**src/rtl/wdt_pkg.sv**
```systemverilog
// ============================================================================
// Module  : wdt_pkg
// Brief   : Shared types and default widths for the multi-channel watchdog.
// Revision: 1.0 - initial release
// ============================================================================
`default_nettype none

package wdt_pkg;

    typedef enum logic [1:0] {
        WDT_IDLE    = 2'd0,
        WDT_COUNT   = 2'd1,
        WDT_TIMEOUT = 2'd2
    } wdt_state_e;

    localparam int unsigned C_DEF_CNT_W   = 32;
    localparam int unsigned C_DEF_PRESC_W = 16;

endpackage

`default_nettype wire

```
**src/rtl/wdt_channel.sv**
```systemverilog
// ============================================================================
// Module  : wdt_channel
// Brief   : One watchdog channel: state machine plus tick counter.
// Revision: 1.0 - initial release
// ============================================================================
`default_nettype none

module wdt_channel
    import wdt_pkg::*;
#(
    parameter int unsigned CNT_W = C_DEF_CNT_W
) (
    input  logic             clk,
    input  logic             rst,
    input  logic             tick,
    input  logic             en,
    input  logic             kick,
    input  logic             win_en,
    input  logic             clr,
    input  logic [CNT_W-1:0] toc,
    input  logic [CNT_W-1:0] win_lo,
    output logic             wto,
    output logic             wto_early
);

    wdt_state_e       r_state;
    wdt_state_e       w_state_nxt;
    logic [CNT_W-1:0] r_cnt;
    logic [CNT_W-1:0] w_cnt_nxt;
    logic             r_early;
    logic             w_early_nxt;
    logic [CNT_W:0]   w_cnt_inc;

    // One bit wider so an all-ones timeout never wraps back to zero.
    assign w_cnt_inc = {1'b0, r_cnt} + {{CNT_W{1'b0}}, 1'b1};

    always_ff @(posedge clk) begin
        if (rst) begin
            r_state <= WDT_IDLE;
            r_cnt   <= '0;
            r_early <= 1'b0;
        end else begin
            r_state <= w_state_nxt;
            r_cnt   <= w_cnt_nxt;
            r_early <= w_early_nxt;
        end
    end

    always_comb begin
        w_state_nxt = r_state;
        w_cnt_nxt   = r_cnt;
        w_early_nxt = r_early;
        case (r_state)
            WDT_IDLE: begin
                w_cnt_nxt   = '0;
                w_early_nxt = 1'b0;
                if (en) w_state_nxt = WDT_COUNT;
            end
            WDT_COUNT: begin
                if (!en) begin
                    w_state_nxt = WDT_IDLE;
                    w_cnt_nxt   = '0;
                end else if (kick) begin
                    if (win_en && (r_cnt < win_lo)) begin
                        w_state_nxt = WDT_TIMEOUT;
                        w_early_nxt = 1'b1;
                    end else begin
                        w_cnt_nxt = '0;
                    end
                end else if (tick) begin
                    if (w_cnt_inc >= {1'b0, toc}) begin
                        w_state_nxt = WDT_TIMEOUT;
                        w_early_nxt = 1'b0;
                    end else begin
                        w_cnt_nxt = w_cnt_inc[CNT_W-1:0];
                    end
                end
            end
            WDT_TIMEOUT: begin
                if (!en) begin
                    w_state_nxt = WDT_IDLE;
                    w_cnt_nxt   = '0;
                    w_early_nxt = 1'b0;
                end else if (clr) begin
                    w_state_nxt = WDT_COUNT;
                    w_cnt_nxt   = '0;
                    w_early_nxt = 1'b0;
                end
            end
            default: begin
                w_state_nxt = WDT_IDLE;
                w_cnt_nxt   = '0;
                w_early_nxt = 1'b0;
            end
        endcase
    end

    assign wto       = (r_state == WDT_TIMEOUT);
    assign wto_early = r_early;

endmodule

`default_nettype wire

```
**src/rtl/wdt_multi.sv**
```systemverilog
// ============================================================================
// Module  : wdt_multi
// Brief   : Multi-channel watchdog with shared prescaler and combined timeout.
// Revision: 1.0 - initial release
// ============================================================================
`default_nettype none

module wdt_multi
    import wdt_pkg::*;
#(
    parameter int unsigned NUM_CH  = 4,
    parameter int unsigned CNT_W   = C_DEF_CNT_W,
    parameter int unsigned PRESC_W = C_DEF_PRESC_W
) (
    input  logic                    clk,
    input  logic                    rst,
    input  logic [PRESC_W-1:0]      presc_div,
    input  logic [NUM_CH-1:0]       ch_en,
    input  logic [NUM_CH-1:0]       ch_kick,
    input  logic [NUM_CH-1:0]       ch_win_en,
    input  logic [NUM_CH*CNT_W-1:0] ch_toc,
    input  logic [NUM_CH*CNT_W-1:0] ch_win_lo,
    input  logic [NUM_CH-1:0]       ch_clr,
    output logic [NUM_CH-1:0]       wto,
    output logic [NUM_CH-1:0]       wto_early,
    output logic                    wto_any
);

    logic [PRESC_W-1:0] r_presc;
    logic               w_any_en;
    logic               w_tick;
    logic               r_wto_any;

    assign w_any_en = |ch_en;
    // Greater-or-equal so lowering presc_div below the running count wraps at once.
    assign w_tick   = w_any_en && (r_presc >= presc_div);

    always_ff @(posedge clk) begin
        if (rst) begin
            r_presc   <= '0;
            r_wto_any <= 1'b0;
        end else begin
            if (!w_any_en || w_tick) r_presc <= '0;
            else                     r_presc <= r_presc + {{(PRESC_W-1){1'b0}}, 1'b1};
            r_wto_any <= |wto;
        end
    end

    assign wto_any = r_wto_any;

    for (genvar i = 0; i < NUM_CH; i++) begin : g_ch
        wdt_channel #(
            .CNT_W (CNT_W)
        ) u_ch (
            .clk       (clk),
            .rst       (rst),
            .tick      (w_tick),
            .en        (ch_en[i]),
            .kick      (ch_kick[i]),
            .win_en    (ch_win_en[i]),
            .clr       (ch_clr[i]),
            .toc       (ch_toc[i*CNT_W +: CNT_W]),
            .win_lo    (ch_win_lo[i*CNT_W +: CNT_W]),
            .wto       (wto[i]),
            .wto_early (wto_early[i])
        );
    end

endmodule

`default_nettype wire

```
**config.mk**
```make
export PLATFORM = sky130hd
export DESIGN_NAME = wdt_multi
export DESIGN_NICKNAME = d
export VERILOG_FILES = /design/src/rtl/wdt_pkg.sv /design/src/rtl/wdt_channel.sv /design/src/rtl/wdt_multi.sv
export SDC_FILE = /design/constraint.sdc
export NUM_CORES = 1
export LEC_CHECK = 0
export BUFFER_PORTS_ARGS = -buffer_cell sky130_fd_sc_hd__buf_2
export CORE_ASPECT_RATIO = 1.75
export CORE_UTILIZATION = 41
export CTS_BUF_LIST = sky130_fd_sc_hd__clkbuf_2
export DETAILED_ROUTE_END_ITERATION = 10
export HOLD_SLACK_MARGIN = 0.03
export PLACE_DENSITY_LB_ADDON = 0.05
export SLEW_MARGIN = 20
export SYNTH_ARGS = -nofsm -noshare
export SYNTH_HDL_FRONTEND = slang
export SYNTH_SLANG_ARGS = --single-unit
```
**constraint.sdc**
```tcl
create_clock -name clk -period 9.07 [get_ports clk]
set_input_delay 1.814 -clock clk [delete_from_list [all_inputs] [get_ports clk]]
set_output_delay 1.814 -clock clk [all_outputs]
set_load 0.02 [all_outputs]
```
==> flow_metrics.tcl <==
set metrics [dict create \
    fp-row-count 94 \
    overflow 0 \
    hold_class "reg2reg" \
    rsz0062_at_grt "false" \
    yosysUniqueCellTypes 73 \
    clockBufferDepth 2 \
    placed_cells 2800 \
    grt_usage 0.2401 \
    die_x_um 149.8 \
    ys_warn_count 0 \
    areaGrowthSynthToFinish_pct 14.04 \
    period_share 0.6269 \
    num-nets-final 2902 \
    final_max_slew_viol_count 0 \
    ctsHoldBuffers 0 \
    fin_crit_ns 5.686 \
    multi_input_area_mm2 0.01118 \
    cpMostUsedCell "and3_1" \
    ys_seq_elements 157 \
    p_leak_nw 9.556 \
    syn_area_mm2 0.01568 \
    critPathRequiredTime_ns 9.85 \
    cp_max_fo 26 \
    hpwlAfterDp_mm 38.00 \
    core_mm2 0.03764 \
    critical_path_arrival_ns 6.47 \
    ys_seq_area_frac 0.2005 \
    seqPwrFrac 0.499 \
    crit_path_start_kind "flop" \
    route.detailed.drc 0 \
    critPathMaxStageDelay_ns 0.81 \
    grt_pass1_vias 14910 \
    final_cells 2833 \
    ioPinCount 299 \
    synth_area_leaders "ha_1 22%, dfxtp_1 20%, inv_1 6.7%" \
    ant_nets 0 \
    cts_tree "done" \
    layout-drive-gt1-share 0.1565 \
    drt-total-wl_mm 46.60 \
    grt_max_degree 63 \
    synth-edff-count 0 \
    power_density_mw_per_mm2 78.46 \
    first_pass_iters 5 \
    finalHoldViolCount 0 \
    ir_worst_vdd_mv 0.06780 \
    drtIter0Drc 558 \
    swShare 0.2876 \
    cts_sinks 157 \
    antenna_found_initial 3 \
    crit_family "simple AND/OR/NAND/NOR gates" \
    outcome "completed" \
    final_util 0.4750 \
    vias_per_cell 5.362 \
    crit_type "reg2reg" \
    p_clk_frac 0.343 \
    relSlewSlack 0.2850 \
    cts.clk_slew.worst_paths_ns 0.24 \
    crit_chain "and3_1 > and3_1 > nand4_1 > nor3b_1 > nand2_1 > nor2_1 > and2_1 > xor2_1 > ha_1 > nand3_1 > nor4_1 > o31ai_1 > a31oi_1 > a31oi_4 > buf_16 > o21ai_0 > a22o_1" \
    die_h_um 260.7 \
    combPwrFrac 0.158 \
    initial_core_util 0.4165 \
    clk_latency_ns 0.83 \
    dr_total_vias 15190 \
    setup_tns_ns 0 \
    cap_viol_max_count 0 \
    synth_nets 2645 \
    path_buf_inv 1 \
    cts-resized-gates 0 \
    post-cts-setup-buffer-count 0 \
    cts_buffers 17 \
    fmax_ghz 0.1759 \
    cp-end-kind "flop" \
    io_buffers 298 \
    skew_ns 0.05252 \
    htree_levels 4 \
    synth_cells 2082 \
    p_switching_uw 403.4 \
    synth_top_cell_area_share 0.2179 \
    slowest_stage "nor3b_1" \
    internal_power_uw 999.1 \
    gp_congestion 0.8788 \
    final_cell_mix "298 x buf_2, 281 x inv_1, 273 x ha_1" \
    root_buffer "clkbuf_2" \
    synth.largest_area_cell "ha_1" \
    synthFlopType "dfxtp_1" \
    worst_pin_slew_ns 1.071 \
    register_area_mm2 0.003143 \
    post_drt_wl_per_cell_um 16.45 \
    synth_area_per_cell_um2 7.529 \
    fillers 3864 \
    setup_viol 0 \
    dieArea_mm2 0.03905 \
    async_reset_ff_frac 0 \
    final_common_cell "buf_2" \
    grt_pass1_wl_mm 73.88 \
]
-- power groups by stage --
stage	combinational (mW)	sequential (mW)	clock, mW
CTS	0.225	0.700	0.505
finish	0.222	0.699	0.481
global route	0.253	0.701	0.531
detailed placement	0.224	0.712	0
global placement	0.218	0.712	0
floorplan	0.117	0.711	0
-- synth_stat cells, drive strengths merged (6+ instances only) --
cell    count
ha        273
o31ai       8
o22ai       9
buf        25
inv       281
clkbuf     48
nand3     124
a211o      11
nand2     184
and2       15
o211ai      8
or2        15
a221oi      9
nor2      109
nor3b       7
a21o       48
nor2b      21
or3        13
and3       38
a21oi     114
a211oi     10
o21bai      6
a22o       13
a221o       6
xnor2      77
nand3b     15
xor2       46
o21ai     103
and4       24
nand4      82
o21a       10
nand2b     62
nor3       25
a31oi      24
nor4       10
dfxtp     157
-- sequential cells by signal, summed over array words and instances (netlist names) --
name and flops:
g_ch.u_ch.r_cnt 128, g_ch.u_ch.r_state 8, g_ch.u_ch.wto_early 4, r_presc 16
wto_any 1
-- final timing paths --
path	startpoint	endpoint	slack, ns	cells past startpoint
max	g_ch[1].u_ch.r_cnt[2]	g_ch[1].u_ch.r_cnt[22]	3.38	17
min	g_ch[0].u_ch.r_state[1]	g_ch[0].u_ch.r_state[0]	0.50	1
max reg2reg	g_ch[1].u_ch.r_cnt[2]	g_ch[1].u_ch.r_cnt[22]	3.38	17
min reg2reg	g_ch[0].u_ch.r_state[1]	g_ch[0].u_ch.r_state[0]	0.50	1
-- kinds of logic (layout without fill, tap and decap cells) --
| logic type | Yosys count | after routing | share of synthesized area |
|---|---|---|---|
| fa+ha+maj | 273 | 273 | 0.2179 |
| simple gates | 758 | 758 | 0.2538 |
| mux | 2 | 2 | 0.001357 |
| xor+xnor | 123 | 123 | 0.06873 |
| buf+inv | 354 | 623 | 0.08812 |
| flops | 157 | 157 | 0.2005 |
| other cells | 0 | 2 | 0 |
| compound gates | 415 | 415 | 0.1695 |
-- worst reg2reg max path: cells and delay by family (launching register included) --
| family | cells | cell delay, ns |
|---|---|---|
| adder cells (fa/ha/maj) | 1 | 0.30 |
| AND/OR/NAND/NOR | 9 | 2.84 |
| XOR/XNOR | 1 | 0.10 |
| AO/OA/AOI/OAI | 5 | 1.64 |
| flip-flops | 1 | 0.50 |
| buffers and inverters | 1 | 0.30 |
-- per-stage QoR --
step / total power [mW] / worst slack, ns / cell area, um2 / hold WS, ns
global placement: 0.9301 / 3.542 / 17560 / 0.4495
finish: 1.403 / 3.384 / 17880 / 0.5000
floorplan: 0.8281 / 4.668 / 15680 / 0.4397
global route: 1.485 / 2.901 / 17870 / 0.5099
detailed placement: 0.9360 / 3.516 / 17590 / 0.4678
CTS: 1.430 / 3.428 / 17870 / 0.4935
-- metal layers --
metal	vias up	wire [um]	global-route usage
met4	4	1492	0.09540
met5	-	18	0
met1	6953	18550	0.2592
met3	78	1710	0.02955
met2	328	24830	0.4624
li1	7828	-	-
-- layout make-up --
| cell class | count | share of cell area |
|---|---|---|
| sequential | 157 | 0.1758 |
| antenna | 2 | 0.0002800 |
| clock inverter | 14 | 0.01113 |
| timing repair buffer | 311 | 0.09001 |
| inverter | 281 | 0.05900 |
| tap | 480 | 0.03360 |
| clock buffer | 17 | 0.004760 |
| multi-input combinational | 1571 | 0.6254 |
Power figures use the tool's default switching activity.
